File: config.mk
export PLATFORM = sky130hd
export DESIGN_NAME = uart_ctrl_rx
export DESIGN_NICKNAME = d
export VERILOG_FILES = /design/src/rtl/pong_input_pkg.sv /design/src/rtl/dir_hold.sv /design/src/rtl/uart_rx_core.sv /design/src/rtl/uart_ctrl_rx.sv
export SDC_FILE = /design/constraint.sdc
export NUM_CORES = 1
export LEC_CHECK = 0
export CAP_MARGIN = 40
export CORE_MARGIN = 2
export CORE_UTILIZATION = 50
export CTS_BUF_LIST = sky130_fd_sc_hd__clkbuf_4 sky130_fd_sc_hd__clkbuf_8
export DETAILED_ROUTE_END_ITERATION = 6
export GPL_ROUTABILITY_DRIVEN = 1
export PLACE_DENSITY = 0.65
export SYNTH_ARGS = -nofsm -noshare
export SYNTH_HDL_FRONTEND = slang
export SYNTH_SLANG_ARGS = --single-unit
File: constraint.sdc
create_clock -name clk -period 4.19 [get_ports clk]
set_input_delay 0.6285 -clock clk [delete_from_list [all_inputs] [get_ports clk]]
set_output_delay 0.6285 -clock clk [all_outputs]
set_load 0.01 [all_outputs]
File: src/rtl/pong_input_pkg.sv
// Shared key codes, direction encoding and baud helpers
// for the serial paddle-input path.
package pong_input_pkg;

  localparam logic [7:0] KEY_P1_UP = 8'h77;
  localparam logic [7:0] KEY_P1_DN = 8'h73;
  localparam logic [7:0] KEY_P2_UP = 8'h69;
  localparam logic [7:0] KEY_P2_DN = 8'h6B;
  localparam logic [7:0] KEY_START = 8'h20;
  localparam logic [7:0] KEY_CR    = 8'h0D;

  typedef enum logic [1:0] {
    DIR_NONE = 2'd0,
    DIR_UP   = 2'd1,
    DIR_DOWN = 2'd2
  } dir_t;

  typedef enum logic [1:0] {
    RX_IDLE,
    RX_START,
    RX_DATA,
    RX_STOP
  } rx_state_t;

  function automatic int calc_cpb(int clk_hz, int baud);
    return clk_hz / baud;
  endfunction

  function automatic int calc_half(int cpb);
    return cpb / 2;
  endfunction

  // Lower-case letter key or its upper-case twin (bit 5 clear).
  function automatic logic is_key(logic [7:0] b, logic [7:0] lc);
    return (b == lc) || (b == (lc & 8'hDF));
  endfunction

endpackage

File: src/rtl/dir_hold.sv
// Per-player direction register with a retriggerable hold timer.
// A key reload beats the expiry that would land in the same cycle.
module dir_hold
  import pong_input_pkg::*;
#(
  parameter int HOLD_CLKS = 3_000_000
) (
  input  logic clk,
  input  logic rst,
  input  logic key_up,
  input  logic key_dn,
  output logic up,
  output logic down
);

  localparam int TW = $clog2(HOLD_CLKS + 1);

  dir_t          dir, dir_d;
  logic [TW-1:0] tmr, tmr_d;

  always_ff @(posedge clk or negedge rst) begin
    if (!rst) begin
      dir <= DIR_NONE;
      tmr <= '0;
    end else begin
      dir <= dir_d;
      tmr <= tmr_d;
    end
  end

  always_comb begin
    dir_d = dir;
    tmr_d = tmr;
    unique case (1'b1)
      key_up: begin
        dir_d = DIR_UP;
        tmr_d = TW'(HOLD_CLKS);
      end
      key_dn: begin
        dir_d = DIR_DOWN;
        tmr_d = TW'(HOLD_CLKS);
      end
      default: begin
        if (tmr > TW'(1)) begin
          tmr_d = tmr - 1'b1;
        end else begin
          tmr_d = '0;
          dir_d = DIR_NONE;
        end
      end
    endcase
  end

  assign up   = (dir == DIR_UP);
  assign down = (dir == DIR_DOWN);

endmodule

File: src/rtl/uart_rx_core.sv
// 8N1 receiver: 2-FF synchroniser plus start/data/stop FSM.
// byte_stb/byte_nxt announce a good byte one edge before rx_valid.
module uart_rx_core
  import pong_input_pkg::*;
#(
  parameter int CPB  = 434,
  parameter int HALF = 217
) (
  input  logic       clk,
  input  logic       rst,
  input  logic       uart_rx,
  output logic [7:0] rx_byte,
  output logic       rx_valid,
  output logic       frame_err,
  output logic       byte_stb,
  output logic [7:0] byte_nxt
);

  localparam int CW = $clog2(CPB);

  logic            sync1, rx_s;
  rx_state_t       state, state_d;
  logic [CW-1:0]   cnt, cnt_d;
  logic [2:0]      bit_idx, bit_d;
  logic [7:0]      sh, sh_d;
  logic            err_wait, err_d;
  logic            ferr_d;

  always_ff @(posedge clk or negedge rst) begin
    if (!rst) begin
      sync1 <= 1'b1;
      rx_s  <= 1'b1;
    end else begin
      sync1 <= uart_rx;
      rx_s  <= sync1;
    end
  end

  always_ff @(posedge clk or negedge rst) begin
    if (!rst) begin
      state     <= RX_IDLE;
      cnt       <= '0;
      bit_idx   <= '0;
      sh        <= '0;
      err_wait  <= 1'b0;
      rx_byte   <= '0;
      rx_valid  <= 1'b0;
      frame_err <= 1'b0;
    end else begin
      state     <= state_d;
      cnt       <= cnt_d;
      bit_idx   <= bit_d;
      sh        <= sh_d;
      err_wait  <= err_d;
      rx_valid  <= byte_stb;
      frame_err <= ferr_d;
      if (byte_stb) rx_byte <= sh;
    end
  end

  always_comb begin
    state_d  = state;
    cnt_d    = cnt;
    bit_d    = bit_idx;
    sh_d     = sh;
    err_d    = err_wait;
    byte_stb = 1'b0;
    ferr_d   = 1'b0;
    unique case (state)
      RX_IDLE: begin
        cnt_d = '0;
        bit_d = '0;
        if (!rx_s) state_d = RX_START;
      end
      RX_START: begin
        if (cnt == CW'(HALF - 1)) begin
          cnt_d   = '0;
          state_d = rx_s ? RX_IDLE : RX_DATA;
        end else begin
          cnt_d = cnt + 1'b1;
        end
      end
      RX_DATA: begin
        if (cnt == CW'(CPB - 1)) begin
          cnt_d = '0;
          sh_d  = {rx_s, sh[7:1]};
          if (bit_idx == 3'd7) state_d = RX_STOP;
          else                 bit_d   = bit_idx + 1'b1;
        end else begin
          cnt_d = cnt + 1'b1;
        end
      end
      RX_STOP: begin
        // After a bad stop bit, hold off until the line returns high.
        if (err_wait) begin
          if (rx_s) begin
            err_d   = 1'b0;
            state_d = RX_IDLE;
          end
        end else if (cnt == CW'(CPB - 1)) begin
          cnt_d = '0;
          if (rx_s) begin
            byte_stb = 1'b1;
            state_d  = RX_IDLE;
          end else begin
            ferr_d = 1'b1;
            err_d  = 1'b1;
          end
        end else begin
          cnt_d = cnt + 1'b1;
        end
      end
      default: state_d = RX_IDLE;
    endcase
  end

  assign byte_nxt = sh;

endmodule

File: src/rtl/uart_ctrl_rx.sv
// Serial key receiver: decodes paddle keys into held levels
// and space/CR into a one-cycle start pulse.
module uart_ctrl_rx
  import pong_input_pkg::*;
#(
  parameter int CLK_HZ  = 50_000_000,
  parameter int BAUD    = 115200,
  parameter int HOLD_MS = 60
) (
  input  logic       clk,
  input  logic       rst,
  input  logic       uart_rx,
  output logic       p1_up,
  output logic       p1_down,
  output logic       p2_up,
  output logic       p2_down,
  output logic       start_trigger,
  output logic [7:0] rx_byte,
  output logic       rx_valid,
  output logic       frame_err
);

  localparam int CPB  = calc_cpb(CLK_HZ, BAUD);
  localparam int HALF = calc_half(CPB);
  localparam longint HOLD_L =
    longint'(HOLD_MS) * longint'(CLK_HZ) / longint'(1000);
  localparam int HOLD_CLKS = int'(HOLD_L);

  logic       stb;
  logic [7:0] nxt;
  logic       k1u, k1d, k2u, k2d, kst;

  uart_rx_core #(
    .CPB  (CPB),
    .HALF (HALF)
  ) u_core (
    .clk       (clk),
    .rst       (rst),
    .uart_rx   (uart_rx),
    .rx_byte   (rx_byte),
    .rx_valid  (rx_valid),
    .frame_err (frame_err),
    .byte_stb  (stb),
    .byte_nxt  (nxt)
  );

  assign k1u = stb && is_key(nxt, KEY_P1_UP);
  assign k1d = stb && is_key(nxt, KEY_P1_DN);
  assign k2u = stb && is_key(nxt, KEY_P2_UP);
  assign k2d = stb && is_key(nxt, KEY_P2_DN);
  assign kst = stb && (nxt == KEY_START || nxt == KEY_CR);

  always_ff @(posedge clk or negedge rst) begin
    if (!rst) start_trigger <= 1'b0;
    else      start_trigger <= kst;
  end

  dir_hold #(.HOLD_CLKS(HOLD_CLKS)) u_p1 (
    .clk    (clk),
    .rst    (rst),
    .key_up (k1u),
    .key_dn (k1d),
    .up     (p1_up),
    .down   (p1_down)
  );

  dir_hold #(.HOLD_CLKS(HOLD_CLKS)) u_p2 (
    .clk    (clk),
    .rst    (rst),
    .key_up (k2u),
    .key_dn (k2d),
    .up     (p2_up),
    .down   (p2_down)
  );

endmodule

==> results.txt <==
- Startpoint type of the worst setup path: flip-flop
- Category of the most critical setup path: reg -> reg
- Setup repair after global routing left no endpoint under its margin.
- Tcrit/Tclk final: 0.6766
- Adding up every negative setup slack in the final design gives 0 ns.
* Worst max-slew margin expressed relative to the limit: 0.5462
- Flip-flop and latch count after synthesis: between 80 and 90
- During synthesis, Yosys emitted a total of 0 warnings.
- Maximum vdd drop: roughly 200 µV
* Largest family of logic cells by synthesized area: simple AND/OR/NAND/NOR gates
- Leakage power figure: ~2.3 nW
- Multiplexer area fraction after synthesis: 0.03557
- Final-report max-slew violation count: 0
- Result of the run: completed
- Final weighted congestion of routability-driven global placement: 0.8665
- I/O pin count: 18
- Number of instances in the placed design: approximately 520
- The most used flip-flop cell after synthesis is dfrtp_1.
* Placed cell area: around 4400 µm²
* Setup slack after layout: ~1.4 ns
- 0 antenna diodes ended up in the layout.
* Fraction of final layout cells sized beyond drive strength 1: 0.1121
* Number of antenna violations at the first check in global routing: 0
- Buffers added to address setup during post-CTS repair amount to 0.
- Row generation in the floorplan step produced 33 rows.
* Vias in the first global route: between 2,000 and 3,000
* Compound-Gate Fraction of Synth Area: 0.1101
* Grt total ovfl: 0
- Area of the mapped netlist: 4115 µm²
* Number of sinks on the clock net: between 80 and 90
- For this design the ratio of total power to cell area is about 330 nW/µm².
* Violation count after the first detailed-route iteration: ~120
- In this run the mean area of a mapped cell was 10.24 µm².
- Post-detailed-route count of antenna-violating nets: 0
- Count of final hold-check violations: 0
- Placement Setup Slack: approximately 1.3 ns
* Share of the synthesized area in the top cell type: 0.4986
- The number of clock buffers added by TritonCTS is 9.
- Max_cap viols: 0
- The die covers between 8000 and 9000 µm².
- Counting flops with a built-in enable in the synthesized netlist gives 0.
- Final Non-Filler Cells: around 530
* Mapped Cells: 402
- Of the total synthesized cell area, the portion taken by XOR and XNOR cells is 0.06598.
* Highest fanout seen on the critical path: 17
- Of the total synthesized cell area, the portion taken by full adders, half adders and majority gates is 0.02736.
- Post-cts hold buffer count: 0
- At the worst endpoint, the required time is 4.45 ns.
- Height of the chip: 94.72 µm
- Post-Syn Nets: approximately 410
- Summing over every cut layer, the via total after detailed routing is about 3,100.
- Counting flops with an async set or reset pin after synthesis yields a share of 1.000.
- For the worst setup path, the data arrival time is roughly 3.1 ns.
- The routed design has slightly above 8000 µm of wire.
- Overall fraction of global-route tracks in use: 0.1995
* Initial core utilization: 0.5085
* Clock transition at the registers of the reported paths: roughly 0.09 ns
- With fillers left out, the area of the finished cells amounts to between 4000 and 5000 µm².
- Class of the tightest hold or removal check: in -> async
* Final HPWL DP: 5548 µm
* Relative area change from synthesis to final layout: 12.62%
* Slew @ Worst Pin: a little under 0.7 ns
- Number of distinct library cells after synthesis: between 50 and 60
* CP Capture Type: flip-flop
- Worst-case clock skew: approximately 0.011 ns
- Final setup violation count: 0
- The H-tree generated during clock tree synthesis spans 3 levels.
- First-pass DRT Iterations: 4
- The core region is 8093 µm².
- Chip width: 94.72 µm
- In the final routed layout, each cell accounts on average for 15.40 µm.
- In this run the clock root is driven by a clkbuf_8.
* Post-synthesis sequential area ratio: 0.5114
* NumNets Final: 435
* CTS tree: yes
- Clock period minus final worst setup slack: around 2.8 ns
- Of the total synthesized cell area, the portion taken by AND, OR, NAND and NOR gates is 0.2265.
* Global-route wire length before repair: about 14,000 µm
- Highest achievable clock rate: around 350 MHz
- Number of port buffers: 17
- Post-CTS repair changed the size of 0 cells.
- Largest net degree at the start of global routing: 54
- Max Buffers Root-to-Sink: 2
- Cell type with the largest total area after synthesis: dfrtp_1
* Clock Latency Late Sink: around 0.36 ns
* Synth area leaders: dfrtp_1 (50%), xnor2_1 (4.7%), nor2_1 (3.8%), mux2_2 (3.6%), o21ai_0 (3.4%)
- After detailed routing, the number of remaining DRC violations is 0.
* Number of vias per cell: around 5.7
routing by layer:
| layer | global-route usage | part of all wire |
|---|---|---|
| met1 | 0.2868 | 0.49 |
| met2 | 0.3109 | 0.47 |
| met3 | 0.02713 | 0.030 |
| met4 | 0.07246 | 0.010 |
| met5 | 0 | 0 |
cell type report:
class	count	area (µm²)
Fill cell	739	3458
Sequential cell	84	2105
Multi-Input combinational cell	295	1916
Timing Repair Buffer	19	182.7
Tap cell	105	131.4
Clock buffer	9	123.9
Clock inverter	7	123.9
Inverter	14	52.55
synth_stat cells, drive strengths merged, types with 2 or more instances:
cell type,n
a21oi,8
xor2,9
o2bb2ai,3
nand4,3
nor2,42
or4,10
and3,3
nand4b,2
nor3b,2
nor4,14
ha,9
o311ai,4
xnor2,22
o41ai,2
nand2,30
o22ai,4
o21ai,33
nand2b,4
or2,6
dfrtp,82
nor3,17
or3,6
mux2,13
o31ai,4
buf,3
o21bai,2
nor4b,2
clkbuf,6
dfstp,2
inv,14
nor2b,3
nand3,21
a22o,7
final timing paths:
check | start | cells past startpoint | endpoint | slack, ns
hold / removal | rst | 1 | u_p1.tmr[20] | 0.28
max in group asynchronous | rst | 2 | u_core.frame_err | 3.03
hold reg to reg | u_core.sync1 | 0 | u_core.rx_s | 0.36
setup / recovery | flip-flop | 6 | u_p1.tmr[12] | 1.35
min in group clk | u_core.sync1 | 0 | u_core.rx_s | 0.36
setup reg to reg | flip-flop | 6 | u_p1.tmr[12] | 1.35
power by group:
group | internal, mW | switching, mW
sequential | 0.812 | 0.000932
combinational | 0.00203 | 0.0153
clock | 0.400 | 0.311
layout by cell type, fill, tap and decap left out, drive strengths merged, types with 3 or more instances in the layout:
cell and instances:
a21oi 8, a22o 7, and3 3, buf 3, bufinv 3, clkbuf 9
clkdlybuf4s50 16, dfrtp 82, ha 9, inv 15, mux2 13, nand2 30
nand2b 4, nand3 21, nand4 3, nor2 42, nor2b 3, nor3 17
nor4 14, o21ai 33, o22ai 4, o2bb2ai 3, o311ai 4, o31ai 4
or2 6, or3 6, or4 10, xnor2 22, xor2 9
cells by family after synthesis:
logic type	count (synthesis)
AOI/OAI and AO/OA	71
DFF	84
muxes	13
adders and majority gates	9
and+or+nand+nor	171
buffers and inverters	23
xor gates and xnor gates	31
through the flow:
step           hold WS [ns]  power [mW]    util
2_1_floorplan        0.3329      0.8286       -
3_3_place_gp         0.3464      0.8470  0.5411
3_5_place_dp         0.3482      0.8474  0.5421
4_1_cts              0.3205       1.554  0.5727
5_1_grt              0.3478       1.589  0.5727
6_report             0.2837       1.541  0.5727
registers in the layout, indices dropped and copies added (netlist names), named ones only:
| name | count |
|---|---|
| start_trigger | 1 |
| u_core.bit_idx | 3 |
| u_core.byte_nxt | 8 |
| u_core.cnt | 9 |
| u_core.err_wait | 1 |
| u_core.frame_err | 1 |
| u_core.rx_byte | 8 |
| u_core.rx_s | 1 |
| u_core.rx_valid | 1 |
| u_core.state | 1 |
| u_core.sync1 | 1 |
| u_p1.dir | 2 |
| u_p1.tmr | 22 |
| u_p2.dir | 2 |
| u_p2.tmr | 22 |
worst max-delay path, stage by stage, from the launching register on:
cell and delay [ns]:
dfrtp_1 0.63, and4b_1 0.26, nand4_1 0.50, or3_1 0.78
o41ai_2 0.22, buf_4 0.28, nor2_1 0.07
No activity file was read; power rests on OpenSTA's default activity.
